[config.mk]
export PLATFORM = sky130hd
export DESIGN_NAME = tty_ram_arbiter_flat
export DESIGN_NICKNAME = d
export VERILOG_FILES = /design/src/rtl/tty_ram_arbiter_if.sv /design/src/rtl/tty_ram_arbiter.sv /design/src/flat_wrapper.sv
export SDC_FILE = /design/constraint.sdc
export NUM_CORES = 1
export LEC_CHECK = 0
export BUFFER_PORTS_ARGS = -buffer_cell sky130_fd_sc_hd__buf_2
export CAP_MARGIN = 20
export CORE_ASPECT_RATIO = 0.8
export CORE_MARGIN = 8
export CORE_UTILIZATION = 44
export DETAILED_ROUTE_END_ITERATION = 16
export PLACE_DENSITY = 0.79
export SETUP_SLACK_MARGIN = 0.1
export SYNTH_ARGS = -nofsm -noshare
export SYNTH_HDL_FRONTEND = slang
export SYNTH_SLANG_ARGS = --single-unit
[constraint.sdc]
create_clock -name clk_clk -period 2.78 [get_ports clk_clk]
set_input_delay 0.556 -clock clk_clk [delete_from_list [all_inputs] [get_ports clk_clk]]
set_output_delay 0.556 -clock clk_clk [all_outputs]
set_load 0.02 [all_outputs]
[src/rtl/tty_ram_arbiter_if.sv]
// Client and RAM-slave signal bundle for tty_ram_arbiter. The arbiter uses the slave
// modport. The clients and the RAM sit on the master side.
interface tty_ram_arbiter_if #(
  parameter int NUM_CH = 4,
  parameter int DATA_W = 8,
  parameter int ADDR_W = 16
);
  logic [NUM_CH-1:0]        ch_req;
  logic [NUM_CH-1:0]        ch_write;
  logic [NUM_CH*ADDR_W-1:0] ch_address;
  logic [NUM_CH*DATA_W-1:0] ch_writedata;
  logic [NUM_CH-1:0]        ch_gnt;
  logic [NUM_CH-1:0]        ch_rvalid;
  logic [DATA_W-1:0]        ch_readdata;
  logic [ADDR_W-1:0]        ram_address;
  logic                     ram_chipselect;
  logic                     ram_clken;
  logic                     ram_write;
  logic [DATA_W-1:0]        ram_writedata;
  logic [DATA_W-1:0]        ram_readdata;

  modport slave (
    input  ch_req, ch_write, ch_address, ch_writedata, ram_readdata,
    output ch_gnt, ch_rvalid, ch_readdata,
    output ram_address, ram_chipselect, ram_clken, ram_write, ram_writedata
  );

  modport master (
    output ch_req, ch_write, ch_address, ch_writedata, ram_readdata,
    input  ch_gnt, ch_rvalid, ch_readdata,
    input  ram_address, ram_chipselect, ram_clken, ram_write, ram_writedata
  );
endinterface

[src/rtl/tty_ram_arbiter.sv]
// Round-robin arbiter that puts NUM_CH clients onto one on-chip RAM port.
// Read data returns in order and is tagged with the channel id. hold freezes the whole pipeline.
module tty_ram_arbiter #(
  parameter int NUM_CH       = 4,
  parameter int DATA_W       = 8,
  parameter int ADDR_W       = 16,
  parameter int READ_LATENCY = 1
) (
  input  logic             clk_clk,
  input  logic             reset_reset_n,
  input  logic             hold,
  tty_ram_arbiter_if.slave bus
);
  localparam int ID_W = $clog2(NUM_CH);

  typedef struct packed {
    logic            valid;
    logic [ID_W-1:0] id;
  } tag_t;

  logic [ID_W-1:0]   ptr;
  logic [ID_W-1:0]   ptr_next;
  logic              accept;
  logic [ID_W-1:0]   gnt_id;
  logic [ID_W:0]     scan_sum;
  logic [ID_W-1:0]   scan_id;

  logic              cs_q;
  logic              write_q;
  logic [ID_W-1:0]   issue_id_q;
  logic [ADDR_W-1:0] address_q;
  logic [DATA_W-1:0] writedata_q;
  tag_t              tag_pipe [READ_LATENCY];
  logic              rvalid_q;
  logic [ID_W-1:0]   rid_q;
  logic [DATA_W-1:0] readdata_q;

  // Scan upward from ptr with wrap. The first requester wins.
  always_comb begin
    // NOTE: every variable gets a default before any branch, so no latch is inferred.
    accept   = 1'b0;
    gnt_id   = '0;
    scan_sum = '0;
    scan_id  = '0;
    if (reset_reset_n && !hold) begin
      for (int i = 0; i < NUM_CH; i++) begin
        scan_sum = {1'b0, ptr} + (ID_W+1)'(i);
        if (scan_sum >= (ID_W+1)'(NUM_CH)) scan_sum = scan_sum - (ID_W+1)'(NUM_CH);
        scan_id = scan_sum[ID_W-1:0];
        if (!accept && bus.ch_req[scan_id]) begin
          accept = 1'b1;
          gnt_id = scan_id;
        end
      end
    end
  end

  assign ptr_next = (gnt_id == ID_W'(NUM_CH-1)) ? '0 : gnt_id + ID_W'(1);

  always_ff @(posedge clk_clk) begin
    // NOTE: all state uses non-blocking assignments, so every register samples pre-edge values.
    if (!reset_reset_n) begin
      ptr         <= '0;
      cs_q        <= 1'b0;
      write_q     <= 1'b0;
      issue_id_q  <= '0;
      address_q   <= '0;
      writedata_q <= '0;
      // NOTE: the tag pipeline is reset, unlike a RAM array, so reads in flight at reset never return.
      for (int i = 0; i < READ_LATENCY; i++) tag_pipe[i] <= '0;
      rvalid_q    <= 1'b0;
      rid_q       <= '0;
      readdata_q  <= '0;
    end else if (!hold) begin
      cs_q    <= accept;
      write_q <= accept & bus.ch_write[gnt_id];
      if (accept) begin
        ptr         <= ptr_next;
        issue_id_q  <= gnt_id;
        address_q   <= bus.ch_address[gnt_id*ADDR_W +: ADDR_W];
        writedata_q <= bus.ch_writedata[gnt_id*DATA_W +: DATA_W];
      end
      // The tag travels alongside the RAM's read latency. The last stage lines up with ram_readdata.
      tag_pipe[0] <= '{valid: cs_q & ~write_q, id: issue_id_q};
      for (int i = 1; i < READ_LATENCY; i++) tag_pipe[i] <= tag_pipe[i-1];
      rvalid_q <= tag_pipe[READ_LATENCY-1].valid;
      rid_q    <= tag_pipe[READ_LATENCY-1].id;
      if (tag_pipe[READ_LATENCY-1].valid) readdata_q <= bus.ram_readdata;
    end
  end

  assign bus.ch_gnt         = accept ? (NUM_CH'(1) << gnt_id) : '0;
  assign bus.ch_rvalid      = (rvalid_q && !hold) ? (NUM_CH'(1) << rid_q) : '0;
  assign bus.ch_readdata    = readdata_q;
  assign bus.ram_address    = address_q;
  assign bus.ram_chipselect = cs_q;
  assign bus.ram_write      = write_q;
  assign bus.ram_writedata  = writedata_q;
  assign bus.ram_clken      = ~hold;
endmodule
[src/flat_wrapper.sv]
// flat-port wrapper written by rule: the top's interface ports become plain ports
module tty_ram_arbiter_flat 
#(
  parameter int NUM_CH       = 4,
  parameter int DATA_W       = 8,
  parameter int ADDR_W       = 16,
  parameter int READ_LATENCY = 1
)
  (clk_clk, reset_reset_n, hold, bus_ch_req, bus_ch_write, bus_ch_address, bus_ch_writedata, bus_ram_readdata, bus_ch_gnt, bus_ch_rvalid, bus_ch_readdata, bus_ram_address, bus_ram_chipselect, bus_ram_clken, bus_ram_write, bus_ram_writedata);
  tty_ram_arbiter_if #(.NUM_CH(NUM_CH), .DATA_W(DATA_W), .ADDR_W(ADDR_W)) bus_i ();
  input  logic clk_clk;
  input  logic reset_reset_n;
  input  logic hold;
  input wire logic [$bits(bus_i.ch_req)-1:0] bus_ch_req;
  input wire logic [$bits(bus_i.ch_write)-1:0] bus_ch_write;
  input wire logic [$bits(bus_i.ch_address)-1:0] bus_ch_address;
  input wire logic [$bits(bus_i.ch_writedata)-1:0] bus_ch_writedata;
  input wire logic [$bits(bus_i.ram_readdata)-1:0] bus_ram_readdata;
  output wire logic [$bits(bus_i.ch_gnt)-1:0] bus_ch_gnt;
  output wire logic [$bits(bus_i.ch_rvalid)-1:0] bus_ch_rvalid;
  output wire logic [$bits(bus_i.ch_readdata)-1:0] bus_ch_readdata;
  output wire logic [$bits(bus_i.ram_address)-1:0] bus_ram_address;
  output wire logic [$bits(bus_i.ram_chipselect)-1:0] bus_ram_chipselect;
  output wire logic [$bits(bus_i.ram_clken)-1:0] bus_ram_clken;
  output wire logic [$bits(bus_i.ram_write)-1:0] bus_ram_write;
  output wire logic [$bits(bus_i.ram_writedata)-1:0] bus_ram_writedata;
  assign bus_i.ch_req = bus_ch_req;
  assign bus_i.ch_write = bus_ch_write;
  assign bus_i.ch_address = bus_ch_address;
  assign bus_i.ch_writedata = bus_ch_writedata;
  assign bus_i.ram_readdata = bus_ram_readdata;
  assign bus_ch_gnt = bus_i.ch_gnt;
  assign bus_ch_rvalid = bus_i.ch_rvalid;
  assign bus_ch_readdata = bus_i.ch_readdata;
  assign bus_ram_address = bus_i.ram_address;
  assign bus_ram_chipselect = bus_i.ram_chipselect;
  assign bus_ram_clken = bus_i.ram_clken;
  assign bus_ram_write = bus_i.ram_write;
  assign bus_ram_writedata = bus_i.ram_writedata;
  tty_ram_arbiter #(.NUM_CH(NUM_CH), .DATA_W(DATA_W), .ADDR_W(ADDR_W), .READ_LATENCY(READ_LATENCY)) u_core (.clk_clk(clk_clk), .reset_reset_n(reset_reset_n), .hold(hold), .bus(bus_i));
endmodule
==> results.toml, run 1 <==
[cts]
insertion_delay_ns = 0.29
post-cts-setup-buffers = 0
cts.path.max_buffers = 2
cts_tree = "yes"
clk_transition_reported_paths_ns = 0.08
cts_max_level = 2
cts_made_buffers = 5
cts_num_sinks = 44
root_buffer = "clkbuf_8"

[timing]
min_period_ns = 2.54
post-route-period-util = 0.914
worst_slew_pin_slew_ns = 0.548
rsz0062_at_grt = "no"
tns_ns = 0
setup_viol = 0
report.final.slew_viol_count = 0
hold_slack_ns = 0.442
hold_viol = 0
skew_ns = 0.00536
relSlewSlack = 0.634
fmax_mhz = 394

[worst_setup_path]
cp-start-kind = "flip-flop"
cp-end-kind = "output port"
worst-setup-path-type = "reg2out"
crit_required_ns = 2.22
worst-path-buf-inv = 2
critPathArrivalTime_ns = 1.98
worstPathCellList = "mux2i_2 > o21a_1 > and3_4 > clkinv_4 > ha_1 > and2_1 > buf_2"
cp_max_fo = 7
critPathSlowestCell = "dfxtp_2"
max_stage_delay_ns = 0.40
cpLargestDelayFamily = "flip-flops"

[yosys]
syn_area_per_cell_um2 = 9.33
synthesis.area_mm2 = 0.00263
ys_async_sr_fraction = 0
synth_warnings = 0
ys.flop_type = "dfxtp_1"
synth-seq-area-share = 0.346
yosysUniqueCellTypes = 41
synth_edf_count = 3
syn_nets = 401
syn_inst = 282
ys_ff_latch = 44

[place]
io_buffer_count = 157
dp_hpwl_um = 6620
gp_congestion = 0.871

[layout]
drive_above_1_share = 0.469
nFillCells = 517
fin_nets = 549
regArea_um2 = 913
layout_common_cells = "buf_2 (157), nand2_1 (52), dfxtp_1 (39)"
final_common_cell = "buf_2"
syn_to_final_growth_pct = 36.8
utilization = 0.615
multi_input_area_mm2 = 0.00157
antennaDiodeCount = 0

[grt]
antenna_found_initial = 0
grt_usage = 0.192
grt_start_max_net_pins = 52
grt_overflow = 0
grt_pass1_wl_um = 13600
grt_pass1_vias = 2856

[routing]
drt_iter0_drc = 87
detail-route-antenna-nets = 0
wl_per_cell_um = 16.8
drc = 0
via_per_inst = 5.44
wl_um = 8590
vias = 2784
first_pass_iters = 4

[floorplan]
dieArea_mm2 = 0.00872
pin_count = 158
die_y_um = 85.2
rows = 25
core_mm2 = 0.00585
start_util = 0.450
die_w_um = 102

[power_and_ir_drop]
ir_drop_mv = 0.196
powerDensity_mw_per_mm2 = 446
leakage_nw = 1.74

[outcome]
outcome = "finished, final reports clean"

[min_path]
min_path_type = "reg2reg"

[job]
maxCapViolations = 0
timing repair:
action	in CTS	in global routing
gates resized for setup	1	4
hold buffers	0	0
endpoints found under the setup margin	2	4
registers in the layout, summed over array words and instances, names as in the netlist:
name / flops
u_core.rid_q: 2
u_core.bus.ram_chipselect: 1
u_core.bus.ram_address: 16
u_core.bus.ram_write: 1
u_core.bus.ram_writedata: 8
u_core.ptr: 2
u_core.tag_pipe: 3
u_core.bus.ch_readdata: 8
u_core.issue_id_q: 2
u_core.rvalid_q: 1
report_power, final:
| group | internal, mW | total [mW] | switching [mW] | leakage [nW] |
|---|---|---|---|---|
| registers | 0.683 | 0.716 | 0.0336 | 0.371 |
| logic | 0.178 | 0.404 | 0.226 | 1.31 |
| clock network | 0.267 | 0.484 | 0.218 | 0.0552 |
Yosys cell counts, types with 3 or more instances:
| master | instances | area [µm²] |
|---|---|---|
| nand2_1 | 52 | 195 |
| dfxtp_1 | 41 | 821 |
| mux2i_1 | 27 | 270 |
| a21oi_1 | 24 | 120 |
| a221oi_1 | 24 | 210 |
| a311oi_2 | 18 | 270 |
| clkbuf_1 | 13 | 48.8 |
| a21boi_0 | 9 | 67.6 |
| buf_2 | 9 | 45.0 |
| and2_1 | 7 | 43.8 |
| a311oi_1 | 6 | 52.6 |
| nor2b_1 | 6 | 37.5 |
| ha_1 | 4 | 50.1 |
| edfxtp_1 | 3 | 90.1 |
| nand2b_1 | 3 | 18.8 |
path summary, 6_finish.rpt:
check | start | to | slack (ns) | cells after the start
max | u_core.ptr[1] | bus_ch_gnt[2] | 0.24 | 7
min | u_core.issue_id_q[0] | u_core.issue_id_q[0] | 0.44 | 2
max reg2reg | u_core.ptr[1] | u_core.bus.ram_address[4] | 0.74 | 7
min reg2reg | u_core.issue_id_q[0] | u_core.issue_id_q[0] | 0.44 | 2
metrics by stage:
| stage | total power, mW | instance area (µm²) | worst slack (ns) | instances |
|---|---|---|---|---|
| after detailed placement | 1.13 | 3480 | 0.161 | 504 |
| final | 1.60 | 3600 | 0.240 | 512 |
| after CTS | 1.62 | 3590 | 0.113 | 512 |
| after global routing | 1.69 | 3600 | 0.0986 | 512 |
| after floorplan | 0.960 | 2630 | 0.286 | 282 |
| after global placement | 1.12 | 3480 | 0.232 | 504 |
cell families (layout without fill, tap and decap cells):
kind of cell               after synthesis  after routing  share of synthesized area
buffers and inverters                   29            178                     0.0590
AOI/OAI and AO/OA                       96             96                      0.319
muxes                                   27             27                      0.103
and+or+nand+nor                         82             82                      0.154
DFF                                     44             44                      0.346
adders and majority gates                4              4                     0.0190
final cells by class:
type | instances | area share
multi-input combinational | 209 | 0.437
tap | 81 | 0.0282
clock inverter | 2 | 0.00974
clock buffer | 6 | 0.0202
inverter | 3 | 0.00452
timing repair buffer | 167 | 0.246
sequential | 44 | 0.254
worst min-delay path, delay by kind of cell, from the launching register on:
kind / cells / cell delay, ns
flip-flops: 1 / 0.31
AND/OR/NAND/NOR: 2 / 0.09
per-layer routing:
metal | wire, µm | part of all wire | vias up | global-route usage
met4 | 105 | 0.012 | 0 | 0.0505
met5 | 0 | 0 | - | 0
met1 | 3720 | 0.43 | 1268 | 0.238
met2 | 4000 | 0.47 | 127 | 0.303
met3 | 766 | 0.089 | 13 | 0.0703
li1 | - | - | 1376 | -
(Power assumes the default switching activity.)
==> run 2: changes to the inputs <==
==> constraint.sdc (replaced) <==
create_clock -name clk_clk -period 2.78 [get_ports clk_clk]
set_input_delay 0.139 -clock clk_clk [delete_from_list [all_inputs] [get_ports clk_clk]]
set_output_delay 0.139 -clock clk_clk [all_outputs]
set_load 0.02 [all_outputs]
==> results.toml, run 2 (synthesis gave the netlist of run 1 again) <==
[outcome]
outcome = "finished, final reports clean"

[cts]
cts_max_level = 2
cts_num_sinks = 44
ctsHoldBuffers = 0
cts_made_buffers = 5
cts.path.max_buffers = 2
insertion_delay_ns = 0.29
root_buffer = "clkbuf_8"
cts_tree = "yes"
post-cts-setup-buffers = 0
cts_resized = 0
clk_transition_reported_paths_ns = 0.08

[place]
postPlaceCellArea_mm2 = 0.00343
dp_hpwl_um = 6620
io_buffer_count = 157
dp.cells = 501
gp_congestion = 0.800
place_ws_ns = 0.626

[power_and_ir_drop]
clkPwrFrac = 0.269
switching_share = 0.308
powerDensity_mw_per_mm2 = 431
leakage_nw = 1.71
internal-power_mw = 1.05
ir_drop_mv = 0.191
combPwrFrac = 0.260
seqPwrFrac = 0.471
p_sw_uw = 468

[grt]
antenna_found_initial = 0
grt_pass1_wl_um = 13400
grt_pass1_vias = 2912
grt_usage = 0.187
grt_start_max_net_pins = 43
grt_overflow = 0

[timing]
skew_ns = 0.00752
tns_ns = 0
setup_viol = 0
relSlewSlack = 0.607
post-route-period-util = 0.894
hold_viol = 0
worst_slew_pin_slew_ns = 0.589
min_period_ns = 2.48
report.final.slew_viol_count = 0
fmax_mhz = 403
rsz0062_at_grt = "no"
final.setup.worst_slack_ns = 0.296

[routing]
wl_per_cell_um = 16.8
drt_iter0_drc = 116
first_pass_iters = 4
via_per_inst = 5.45
drc = 0
detail-route-antenna-nets = 0
wl_um = 8560
vias = 2776

[layout]
antennaDiodeCount = 0
largest_reg_flops = 16
finalNonFillerCells = 509
fin_nets = 546
drive_above_1_share = 0.458
syn_to_final_growth_pct = 34.0
layout_common_cells = "buf_2 (157), nand2_1 (52), dfxtp_1 (41)"
final_cell_area_mm2 = 0.00352
final_common_cell = "buf_2"
nFillCells = 529

[worst_setup_path]
cp_max_fo = 27
cp-start-kind = "flip-flop"
cp-end-kind = "output port"
worst-setup-path-type = "reg2out"
r2r_slack_ns = 0.66
critPathArrivalTime_ns = 2.35
r2r-end = "u_core.bus.ram_address[7]"
reg2reg_depth = 6
reg2reg_from = "u_core.ptr[0]"
crit_required_ns = 2.64

[floorplan]
pin_count = 158
die_w_um = 102
start_util = 0.450
dieArea_mm2 = 0.00872
core_mm2 = 0.00585
die_y_um = 85.2
rows = 25

[min_path]
whs_path_depth = 3
worstHoldStart = "bus_ram_readdata[4]"
min_path_type = "in2reg"
hold_end = "u_core.bus.ch_readdata[4]"

[job]
maxCapViolations = 0
## run 2: cell type report
cell class              count  area [µm²]  share of cell area
clock inverters             2        10.0             0.00284
flip-flops and latches     44         911               0.258
repair buffers            164         838               0.238
well taps                  81         101              0.0288
multi-input cells         209        1570               0.444
clock buffers               6        82.6              0.0234
inverters                   3        16.3             0.00461
## run 2: critical path: stages, from the launching register on
cell and delay [ns]:
dfxtp_1 0.43, mux2i_1 0.29, o21a_1 0.19, and3_1 0.25
clkinv_4 0.28, ha_1 0.31, and2_1 0.14, buf_2 0.16
## run 2: per-layer routing
| metal | up-vias | GRT usage | wire length, µm |
|---|---|---|---|
| li1 | 1371 | - | - |
| met5 | - | 0 | 0 |
| met1 | 1272 | 0.214 | 3540 |
| met2 | 124 | 0.310 | 4000 |
| met4 | 0 | 0.0519 | 82 |
| met3 | 9 | 0.0785 | 930 |
## run 2: power groups by stage
stage,sequential (mW),clock (mW),combinational [mW]
after global placement,0.727,0,0.388
after floorplan,0.769,0,0.191
after global routing,0.722,0.448,0.428
after CTS,0.714,0.428,0.397
final,0.715,0.408,0.394
after detailed placement,0.729,0,0.397
## run 2: worst max-delay path by stage
stage	cells past startpoint	slack, ns	end	start
after floorplan	8	0.90	bus_ch_gnt[3]	u_core.ptr[1]
after global placement	6	0.70	u_core.bus.ram_address[6]	u_core.ptr[0]
after detailed placement	7	0.63	bus_ch_gnt[2]	u_core.ptr[1]
after CTS	7	0.27	bus_ch_gnt[2]	u_core.ptr[1]
after global routing	7	0.10	bus_ch_gnt[2]	u_core.ptr[1]
final	7	0.30	bus_ch_gnt[2]	u_core.ptr[1]
## run 2: metrics by stage
| stage | util | hold slack, ns | power [mW] |
|---|---|---|---|
| floorplan | - | 0.284 | 0.960 |
| global placement | 0.587 | 0.391 | 1.12 |
| detailed placement | 0.587 | 0.398 | 1.13 |
| CTS | 0.603 | 0.0733 | 1.54 |
| global route | 0.603 | 0.0831 | 1.60 |
| finish | 0.603 | 0.0878 | 1.52 |
